**src/rtl/online_otf_convert.sv**
```systemverilog
// Borrow-save product word to two's-complement converter using on-the-fly Q/QM conversion, one digit per clock.
// Optional build macro OTF_INVALID_DIGIT_EN: flag the non-canonical 11 digit on err.
module online_otf_convert #(
  parameter int N = 4
) (
  input  logic             clk,
  input  logic             rst,
  input  logic             in_valid,
  output logic             in_ready,
  input  logic [4*N-1:0]   in_z,
  output logic             out_valid,
  input  logic             out_ready,
  output logic [2*N:0]     result,
  output logic             err
);

  localparam int NDIG = 2 * N;
  localparam int ZW   = 4 * N;
  localparam int W    = 2 * N + 1;
  localparam int CW   = (NDIG > 1) ? $clog2(NDIG) : 1;

  typedef enum logic [1:0] {
    IDLE = 2'd0,
    CONV = 2'd1,
    DONE = 2'd2
  } state_t;

  state_t          state;
  logic [ZW-1:0]   sreg;
  logic [W-1:0]    q;
  logic [W-1:0]    qm;
  logic [CW-1:0]   cnt;
  logic [1:0]      dig;

  assign dig = sreg[ZW-1 -: 2];

  always_ff @(posedge clk) begin
    if (rst) begin
      state <= IDLE;
      sreg  <= '0;
      q     <= '0;
      qm    <= '1;
      cnt   <= '0;
    end else begin
      case (state)
        IDLE: begin
          if (in_valid) begin
            sreg  <= in_z;
            q     <= '0;
            qm    <= '1;
            cnt   <= '0;
            state <= CONV;
          end
        end
        CONV: begin
          // QM tracks Q-1 so a negative digit never needs a borrow chain
          case (dig)
            2'b10: begin
              q  <= {q[W-2:0], 1'b1};
              qm <= {q[W-2:0], 1'b0};
            end
            2'b01: begin
              q  <= {qm[W-2:0], 1'b1};
              qm <= {qm[W-2:0], 1'b0};
            end
            default: begin
              q  <= {q[W-2:0], 1'b0};
              qm <= {qm[W-2:0], 1'b1};
            end
          endcase
          sreg <= {sreg[ZW-3:0], 2'b00};
          cnt  <= cnt + 1'b1;
          if (cnt == CW'(NDIG - 1)) state <= DONE;
        end
        DONE: begin
          if (out_ready) state <= IDLE;
        end
        default: state <= IDLE;
      endcase
    end
  end

  // in_ready drops combinationally with rst so the reset cycle never accepts
  assign in_ready  = (state == IDLE) && !rst;
  assign out_valid = (state == DONE);
  assign result    = q;

`ifdef OTF_INVALID_DIGIT_EN
  logic err_r;

  always_ff @(posedge clk) begin
    if (rst) begin
      err_r <= 1'b0;
    end else if (state == IDLE && in_valid) begin
      err_r <= 1'b0;
    end else if (state == CONV && dig == 2'b11) begin
      err_r <= 1'b1;
    end
  end

  assign err = err_r;
`else
  assign err = 1'b0;
`endif

endmodule
```
**config.mk**
```make
export PLATFORM = sky130hd
export DESIGN_NAME = online_otf_convert
export DESIGN_NICKNAME = d
export VERILOG_FILES = /design/src/rtl/online_otf_convert.sv
export SDC_FILE = /design/constraint.sdc
export NUM_CORES = 1
export LEC_CHECK = 0
export CORE_MARGIN = 2
export CORE_UTILIZATION = 30
export CTS_BUF_LIST = sky130_fd_sc_hd__clkbuf_8
export DETAILED_ROUTE_END_ITERATION = 7
export PLACE_DENSITY = 0.58
export SETUP_SLACK_MARGIN = 0.3
export SYNTH_ARGS = -nofsm -noshare
export SYNTH_HDL_FRONTEND = slang
export SYNTH_SLANG_ARGS = --single-unit
```
**constraint.sdc**
```tcl
create_clock -name clk -period 1.85 [get_ports clk]
set_clock_uncertainty 0.1 [all_clocks]
set_input_delay 0.185 -clock clk [delete_from_list [all_inputs] [get_ports clk]]
set_output_delay 0.185 -clock clk [all_outputs]
set_load 0.01 [all_outputs]
```
* Word-level counts from Yosys, hierarchy flattened
Index checks and enable logic that the tools add are counted.
Widths: inputs -> output; s select.
** Word-level totals
- Output and inout bits :: 12
- Input port bits :: 20
- Bits in registers :: 38
- Logic and storage cells :: 34
** Cells by class
- Add/subtract/negate cells :: 1
- Multiplexer cells :: 14
- Equality and inequality tests :: 8
- Reduce and logical (&&, ||, !) cells :: 6
** Operators with widths (count)
- $pmux 9 s2 :: 2
- $pmux 16 s2 :: 1
- $pmux 8 s2 :: 2
- $mux 16 :: 1
- $mux 9 :: 1
- $mux 8 :: 1
- $mux 2 :: 3
- $pmux 2 s3 :: 1
- $pmux 3 s2 :: 1
- $eq 2x1->1 const B :: 2
- $eq 2x2->1 const B :: 2
- $ne 2x2->1 const B :: 2
- $add 3x1->3 const B :: 1
- $eq 3x3->1 const B :: 1
- $mux 3 :: 1
- $reduce_and 3->1 :: 1
- $logic_not 2->1 :: 1
- $ne 2x1->1 const B :: 1
- $reduce_and 2->1 :: 1
- $reduce_bool 2->1 :: 1
- $logic_and 1x1->1 :: 1
- $logic_not 1->1 :: 1

* Logic depth before layout (Yosys ltp)
- Depth in word-level cells :: 3
- Gate-level depth with buffers :: 6
- Mapped depth without buffers :: 5

* Least setup slack after synthesis
Ideal clock, no wire load.
- Kind :: register to register
- Start point :: reg sreg[14]
- End point :: reg q[8], in the netlist result[8]
- Setup time :: 0.122 ns
- Data arrival time :: 1.400 ns
- Stages on the path, launching flop included :: 7
- Clock period less this slack :: 1.622 ns
- Buffers on the path :: 1
- Data required time :: 1.628 ns
- Slack :: 0.228 ns
- Path through :: dfxtp_1 -> inv_1 -> ha_1 -> or2_2 -> clkbuf_1 -> a22oi_1 -> o2bb2ai_1
** On the way
- Cells in the longest elaborated chain, start to end :: 3
- Elaborated cells between the ends (all ways) :: 4
- Those cells by class :: eq/ne: 2; mux: 2
** RTL lines
- start, declared :: RTL line 29 : logic [ZW-1:0] sreg;
- start signal, assigned :: RTL line 48 : sreg <= in_z;
- start signal, assigned :: RTL line 71 : sreg <= {sreg[ZW-3:0], 2'b00};
- $eq 2x1->1 or $eq 2x2->1 (tied branches) :: RTL line 57 : case (dig)
- $pmux 9 s2 (*) :: RTL line 57
- $pmux 9 s2 (*) :: RTL line 45 : case (state)
- end signal, assigned :: RTL line 59 : q <= {q[W-2:0], 1'b1};
- end signal, assigned :: RTL line 63 : q <= {qm[W-2:0], 1'b1};
- end signal, assigned :: RTL line 67 : q <= {q[W-2:0], 1'b0};
- end, declared :: RTL line 30 : logic [W-1:0] q;
Mark *: on every way between the ends. The rest lies on a longest branch, timed or not.
A chain may end at the register's enable or synchronous reset.

* Final worst setup path
- Start point :: reg q[1], in the netlist result[1]
- End point :: out result[1]
** RTL lines
- end, declared :: RTL line 13 : output logic [2*N:0] result,
No word-level cell between the ends.

==> qor.yml <==
outcome: "finished clean"
synth_nets: 226
vdd_drop_max_v: 0.000409
die_h_um: 81.6
rsz0062_at_grt: "true"
vias: 1501
grt_pass1_wl_um: 6900
yosysUniqueCellTypes: 32
final.setup.tns_ns: 0
synth_top_area_share: 0.422
overflow: 0
grt_pass1_vias: 1495
drive_gt1_frac: 0.202
power.leakage_uw: 0.000942
wl_per_cell_um: 12.8
ys_top_cells_by_count: "38 x dfxtp_1, 22 x a21oi_1, 20 x nor2_1, 19 x nor3_1, 17 x a22oi_1"
p_total_uw: 1810
io_pins: 32
path_cells: "clkdlybuf4s50_1"
synth_edf_count: 0
yosys.area_share.simple: 0.263
cts_tree: "yes"
rows: 28
hold_viol_final: 0
holdPathStages: 2
dieArea_sq_mm: 0.00665
nFillCells: 603
drc: 0
worstRegToRegCells: 5
grt_max_degree: 21
finalCriticalPeriod_ns: 1.52
max_stage_delay_ns: 0.56
async_flop_share: 0
critPathTopFamily: "buffers and inverters"
final_max_slew_viol_count: 0
via_per_inst: 4.87
worst_slack_ns: 0.332
antenna_found_initial: 0
clk_latency_ns: 0.28
pre_cts_ws_ns: -0.0253
areaGrowthSynthToFinish_pct: 30.9
crit_fanout: 4
synthCells: 202
path_class: "flop to output pin"
worstPathRequired_ns: 1.56
dp_hpwl_um: 2780
synth_area_per_cell_sq_um: 8.93
clock-sinks: 38
power.density_mw_per_mm2: 765
crit_buf_inv: 1
setup_viol: 0
max_freq_ghz: 0.659
ys_seq_area_frac: 0.422
hold_path_end: "sreg[1]"
crit_arrival_ns: 1.23
crit_path_end_kind: "output pin"
initial_utilization: 0.308
muxShareOfSynthArea: 0.00555
die_x_um: 81.6
dr.pass1.iters: 4
drt_iter0_markers: 52
yosysMostFrequentCell: "dfxtp_1"
core_sq_mm: 0.00585
critPathSlowestCell: "clkdlybuf4s50_1"
hp-class: "flop to flop"
diodes: 0
yosys.area_share.adder: 0.0277
rrSetupSlack_ns: 0.36
cts.reportedPaths.clkPinSlew_ns: 0.07
globalplace.congestion: 0.756
maxCapViolations: 0
r2r_end: "result[1]"
ys.flop_type: "dfxtp_1"
htree_levels: 2
synth_xor_area_frac: 0
io_buffers: 30
synth_top_area_cell: "dfxtp_1"
cts_buffers: 5
holdBufCountCts: 0
synth_top_family_by_area: "simple AND/OR/NAND/NOR gates"
ys_ff_latch: 38
synth.top_cells.by_area: "dfxtp_1 42%, a22oi_1 7.1%, a21oi_1 6.1%, nor3_1 5.3%, or3b_1 4.9%"
hp-start: "sreg[1]"
start_kind: "flop"
netlist_area_sq_mm: 0.00180
synth_compound_area_frac: 0.214
fin_crit_sh: 0.821
drt_wl_total_um: 3950
clock_path_buffers: 2
track_usage: 0.133
root_buffer: "clkbuf_8"
synth_warnings: 0
postRouteAntennaNets: 0
final_nets: 258
timing.rr.start: "sreg[14]"
-- what timing repair did --
| item | 4_1_cts | 5_1_grt |
|---|---|---|
| resized for setup | 5 | 18 |
| endpoints found under the hold margin | 0 | 0 |
| pin swaps | 0 | 3 |
| cloned | 0 | 0 |
| buffers inserted | 0 | 0 |
| endpoints found under the setup margin | 18 | 27 |
-- state kept, by name, indices dropped and copies added (netlist names) --
signal / cells
cnt: 3
qm: 8
result: 9
sreg: 16
state: 2
-- kinds of logic after synthesis --
logic type	count (synthesis)
AND/OR/NAND/NOR	80
AO/OA/AOI/OAI	56
flip-flops	38
buffers and inverters	22
adder cells (fa/ha/maj)	4
multiplexers	1
other	1
-- metal layers --
metal	vias up	GRT usage	wire (um)	part of all wire
met5	-	0	0	0
met4	0	0.0407	23	0.0058
met3	2	0.0341	168	0.043
met2	29	0.204	1770	0.45
met1	693	0.182	1990	0.50
li1	777	-	-	-
-- cells in the final DEF, fill, tap and decap left out, types with 3 or more instances in the layout --
cell              n
a21oi_1          19
a22oi_2           6
or2b_1            4
dlymetal6s2s_1    3
dfxtp_1          36
nor2_1           20
a22oi_1          11
clkbuf_8          6
ha_1              3
nor3_1           18
nor2b_1           3
or3b_1           10
clkdlybuf4s50_1  24
or3b_2            4
a21oi_2           4
a211oi_1          3
o2bb2ai_1         8
buf_4            15
dlygate4sd2_1     3
nand2b_1         11
-- area by class of cell --
| class | count | area, sq um | area share |
|---|---|---|---|
| multi-input combinational | 142 | 997 | 0.422 |
| sequential | 38 | 763 | 0.323 |
| timing repair buffer | 45 | 417 | 0.176 |
| tap | 75 | 93.8 | 0.0397 |
| clock buffer | 6 | 82.6 | 0.0350 |
| inverter | 2 | 7.51 | 0.00318 |
-- metrics by stage --
step                      instances  hold WS [ns]   util  area [sq um]
after detailed placement        302         0.375  0.378          2210
after floorplan                 202         0.251      -          1820
after global placement          302         0.372  0.378          2210
after CTS                       308         0.389  0.392          2290
after global routing            308         0.407  0.404          2360
final                           308         0.383  0.404          2360
-- worst max path at each step --
| stage | slack [ns] | end | start | depth (start not counted) |
|---|---|---|---|---|
| 2_1_floorplan | 0.32 | result[8] | sreg[14] | 6 |
| 3_3_place_gp | 0.005 | sreg[6] | in_valid | 5 |
| 3_5_place_dp | -0.03 | sreg[6] | in_valid | 5 |
| 4_1_cts | 0.30 | qm[6] | sreg[14] | 5 |
| 5_1_grt | 0.28 | result[1] | result[1] | 1 |
| 6_report | 0.33 | result[1] | result[1] | 1 |
-- power by group --
group	leakage [uW]	internal (uW)	total, uW	switching (uW)
Clock	0.0000431	288	557	270
Combinational	0.000586	180	344	163
Sequential	0.000312	870	905	34.3
-- worst min-delay path: cells and delay by family, from the launching register on --
kind	cells	cell delay [ns]
DFF	1	0.32
and+or+nand+nor	1	0.07
AOI/OAI and AO/OA	1	0.05
No activity file was read; power rests on OpenSTA's default activity.
==> RTL change: new RTL, config.mk and constraints unchanged <==
`N`: 4 -> 8.
--- a/src/rtl/online_otf_convert.sv
+++ b/src/rtl/online_otf_convert.sv
@@ -1,7 +1,7 @@
 // Borrow-save product word to two's-complement converter using on-the-fly Q/QM conversion, one digit per clock.
 // Optional build macro OTF_INVALID_DIGIT_EN: flag the non-canonical 11 digit on err.
 module online_otf_convert #(
-  parameter int N = 4
+  parameter int N = 8
 ) (
   input  logic             clk,
   input  logic             rst,
Interface: changed (resized in_z and result); port bits go from 32 to 56. No check against the original RTL was run, so the function may have changed too.
==> RTL change against the unedited design <==
- fmax is 0.60% lower
- die area is 71% higher
- routed wire length is 100% higher
- synthesized cell count is 79% higher
- design area is 82% higher
- power is 110% higher
- sequential power is 88% higher
- sequential cell count is 33 higher
- area after synthesis is 75% higher
- final cell count is 80% higher
- setup slack worse by 0.0091 ns
- sequential share of layout area is 1.3 points higher
- global-route usage is 0.77 points higher
- critical path type is now reg -> reg
==> RTL change: results (changes against the unedited design) <==
Status:
- The flow ran to the end, and the final reports show no timing, DRC or antenna violations.

Critical path:
- The delay of the slowest cell on the worst path came to 0.33 ns (-0.23 ns).
- Among cell families on the critical path, the largest total delay comes from flip-flops.
- The logic depth of the worst path, buffers included was 6 (+5).
- The depth of the worst register-to-register path is 6 (+1).
- The arrival time at the worst endpoint is 1.64 ns (+0.41 ns).
- The slowest stage cell on the critical path is sky130_fd_sc_hd__dfxtp_2.
- The most critical setup path has its startpoint at sreg[30].
- The largest driver fanout on the critical path is 8 (+4).

Synthesis:
- For this run, the leading register cell type out of synthesis is sky130_fd_sc_hd__dfxtp_1.
- The synthesized instance count is 362 (+79%).
- The number of nets produced by synthesis is 401 (+77%).
- Counting instances in the post-synthesis netlist gives the leading cell types as sky130_fd_sc_hd__dfxtp_1, sky130_fd_sc_hd__a21oi_1, sky130_fd_sc_hd__nor2_1, sky130_fd_sc_hd__a22oi_1, sky130_fd_sc_hd__nand2_1.
- After synthesis, the cell types taking the most area are sky130_fd_sc_hd__dfxtp_1, sky130_fd_sc_hd__a21oi_1, sky130_fd_sc_hd__a22oi_1.
- The unique cell type count in the Yosys netlist was 35 (+9.4%).
- The fraction of registers with async set or reset after synthesis is 0 (unchanged).
- The total of warnings raised by yosys was 0 (unchanged).
- The proportion of synthesized chip area in sequential cells is 0.451 (+0.0292).

GRT:
- The aggregate global-route resource usage is 0.140 (+0.00771).
- The pin count of the biggest net entering global routing is 32 (+52%).
- The first-pass GRT wire length is 12,900 um (+87%).
- The via count of the first global-routing pass is 2,657 (+78%).
- The initial antenna violation count is 0 (unchanged).

Pwr:
- The leakage power summed over all cells is 1.78 nW (+89%).
- The maximum VDD drop is 0.408 mV (-0.21%).

Cells and area:
- The post-route non-filler standard cell count is 553 (+80%).
- The register with the highest flop count is sreg.
- The net count of the finished layout is 451 (+75%).
- The number of flip-flops under the largest register name is 32 (+16).
- The final antenna diode count is 0 (unchanged).
- The share of layout cells above drive strength 1 came to 0.225 (+0.0237).
- The number of fillers in the final layout was 1,028 (+70%).

Clock network:
- The latest clock arrival within the worst-skew pair is 0.34 ns (+0.06 ns).
- The cell sitting at the root of the clock tree is a sky130_fd_sc_hd__clkbuf_8.
- The buffer levels on the longest clock path is 2 (unchanged).
- The number of buffers added by the clock tree synthesis step is 9 (+4).
- The CTS H-tree depth came to 3 (+1).

Placed design:
- The number of placed instances with taps included came to 534 (+77%).
- The number of buffer cells added on primary ports is 54 (+80%).
- The HPWL after detailed placement is 5070 um (+82%).
- The weighted congestion reported at the end of routability-driven placement is 0.765 (+1.2%).

Worst hold path:
- The path type of the worst min-delay path is in -> reg.
- The startpoint identified for the worst hold timing path is rst.
- The worst hold path depth is 3 (+1).

Drt:
- The via count is 2,814 (+87%).
- The first-pass detailed-route iteration total is 4 (unchanged).
- The average wire per standard cell is 14.3 um (+11%).
- The first-iteration detailed-routing DRC count was 105 (+100%).
==> RTL change: changes by cell type after synthesis, sizes merged, moves of 14 or more <==
cell | before | now
a211oi | 3 | 23
a21oi | 23 | 48
a22oi | 17 | 32
buf | 11 | 28
dfxtp | 38 | 71
nand2 | 0 | 26
nor2 | 21 | 35
==> RTL change: final cells by class <==
class / instances / area [um2] / area share
clock buffers: 11 / 151 / 0.0353
clock inverters: 5 / 72.6 / 0.0169
inverters: 3 / 11.3 / 0.00263
multi-input cells: 251 / 1670 / 0.389
flip-flops and latches: 71 / 1440 / 0.336
well taps: 136 / 170 / 0.0397
repair buffers: 76 / 772 / 0.180
==> RTL change: worst paths after layout <==
path | endpoint | slack, ns
hold / removal | result[0] | 0.22
setup / recovery | result[16] | 0.32
hold reg to reg | result[16] | 0.38
setup reg to reg | result[16] | 0.32
==> RTL change: what timing repair did <==
item,CTS,global route
resized for setup,42,21
gates cloned,1,0
buffers inserted,0,2
pin swaps,4,9
endpoints found under the setup margin,71,54
==> RTL change: power breakdown <==
part	switching [W]	internal [W]
clock network	0.000558	0.000822
registers	0.0000711	0.00163
logic	0.000329	0.000321
total	0.000958	0.00277
==> RTL change: cell families after synthesis <==
group	Yosys count	share of synthesized area
simple gates	116	0.181
fa+ha+maj	3	0.0119
buf+inv	41	0.0750
other cells	1	0.00119
compound gates	129	0.277
mux	1	0.00317
flops	71	0.451
==> RTL change: per-stage QoR <==
stage / worst slack [ns] / util / instance area [um2] / setup TNS (ns)
finish: 0.323 / 0.417 / 4290 / 0
CTS: 0.293 / 0.408 / 4190 / 0
global placement: -0.0583 / 0.378 / 3880 / -0.713
floorplan: 0.300 / - / 3250 / 0
global route: 0.246 / 0.417 / 4290 / 0
detailed placement: -0.171 / 0.378 / 3880 / -2.21
==> RTL change: layer usage <==
| layer | GRT usage | wire (um) | share of wire |
|---|---|---|---|
| met4 | 0.0390 | 90 | 0.011 |
| met3 | 0.0362 | 385 | 0.049 |
| met1 | 0.181 | 3800 | 0.48 |
| met2 | 0.233 | 3620 | 0.46 |
| met5 | 0 | 0 | 0 |
==> RTL change: worst reg2reg max path: cells and delay by family, from the launching register on <==
| kind | cells | cell delay (ns) |
|---|---|---|
| DFF | 1 | 0.33 |
| buffers and inverters | 2 | 0.18 |
| adders and majority gates | 1 | 0.23 |
| AOI/OAI and AO/OA | 2 | 0.28 |
| and+or+nand+nor | 1 | 0.30 |
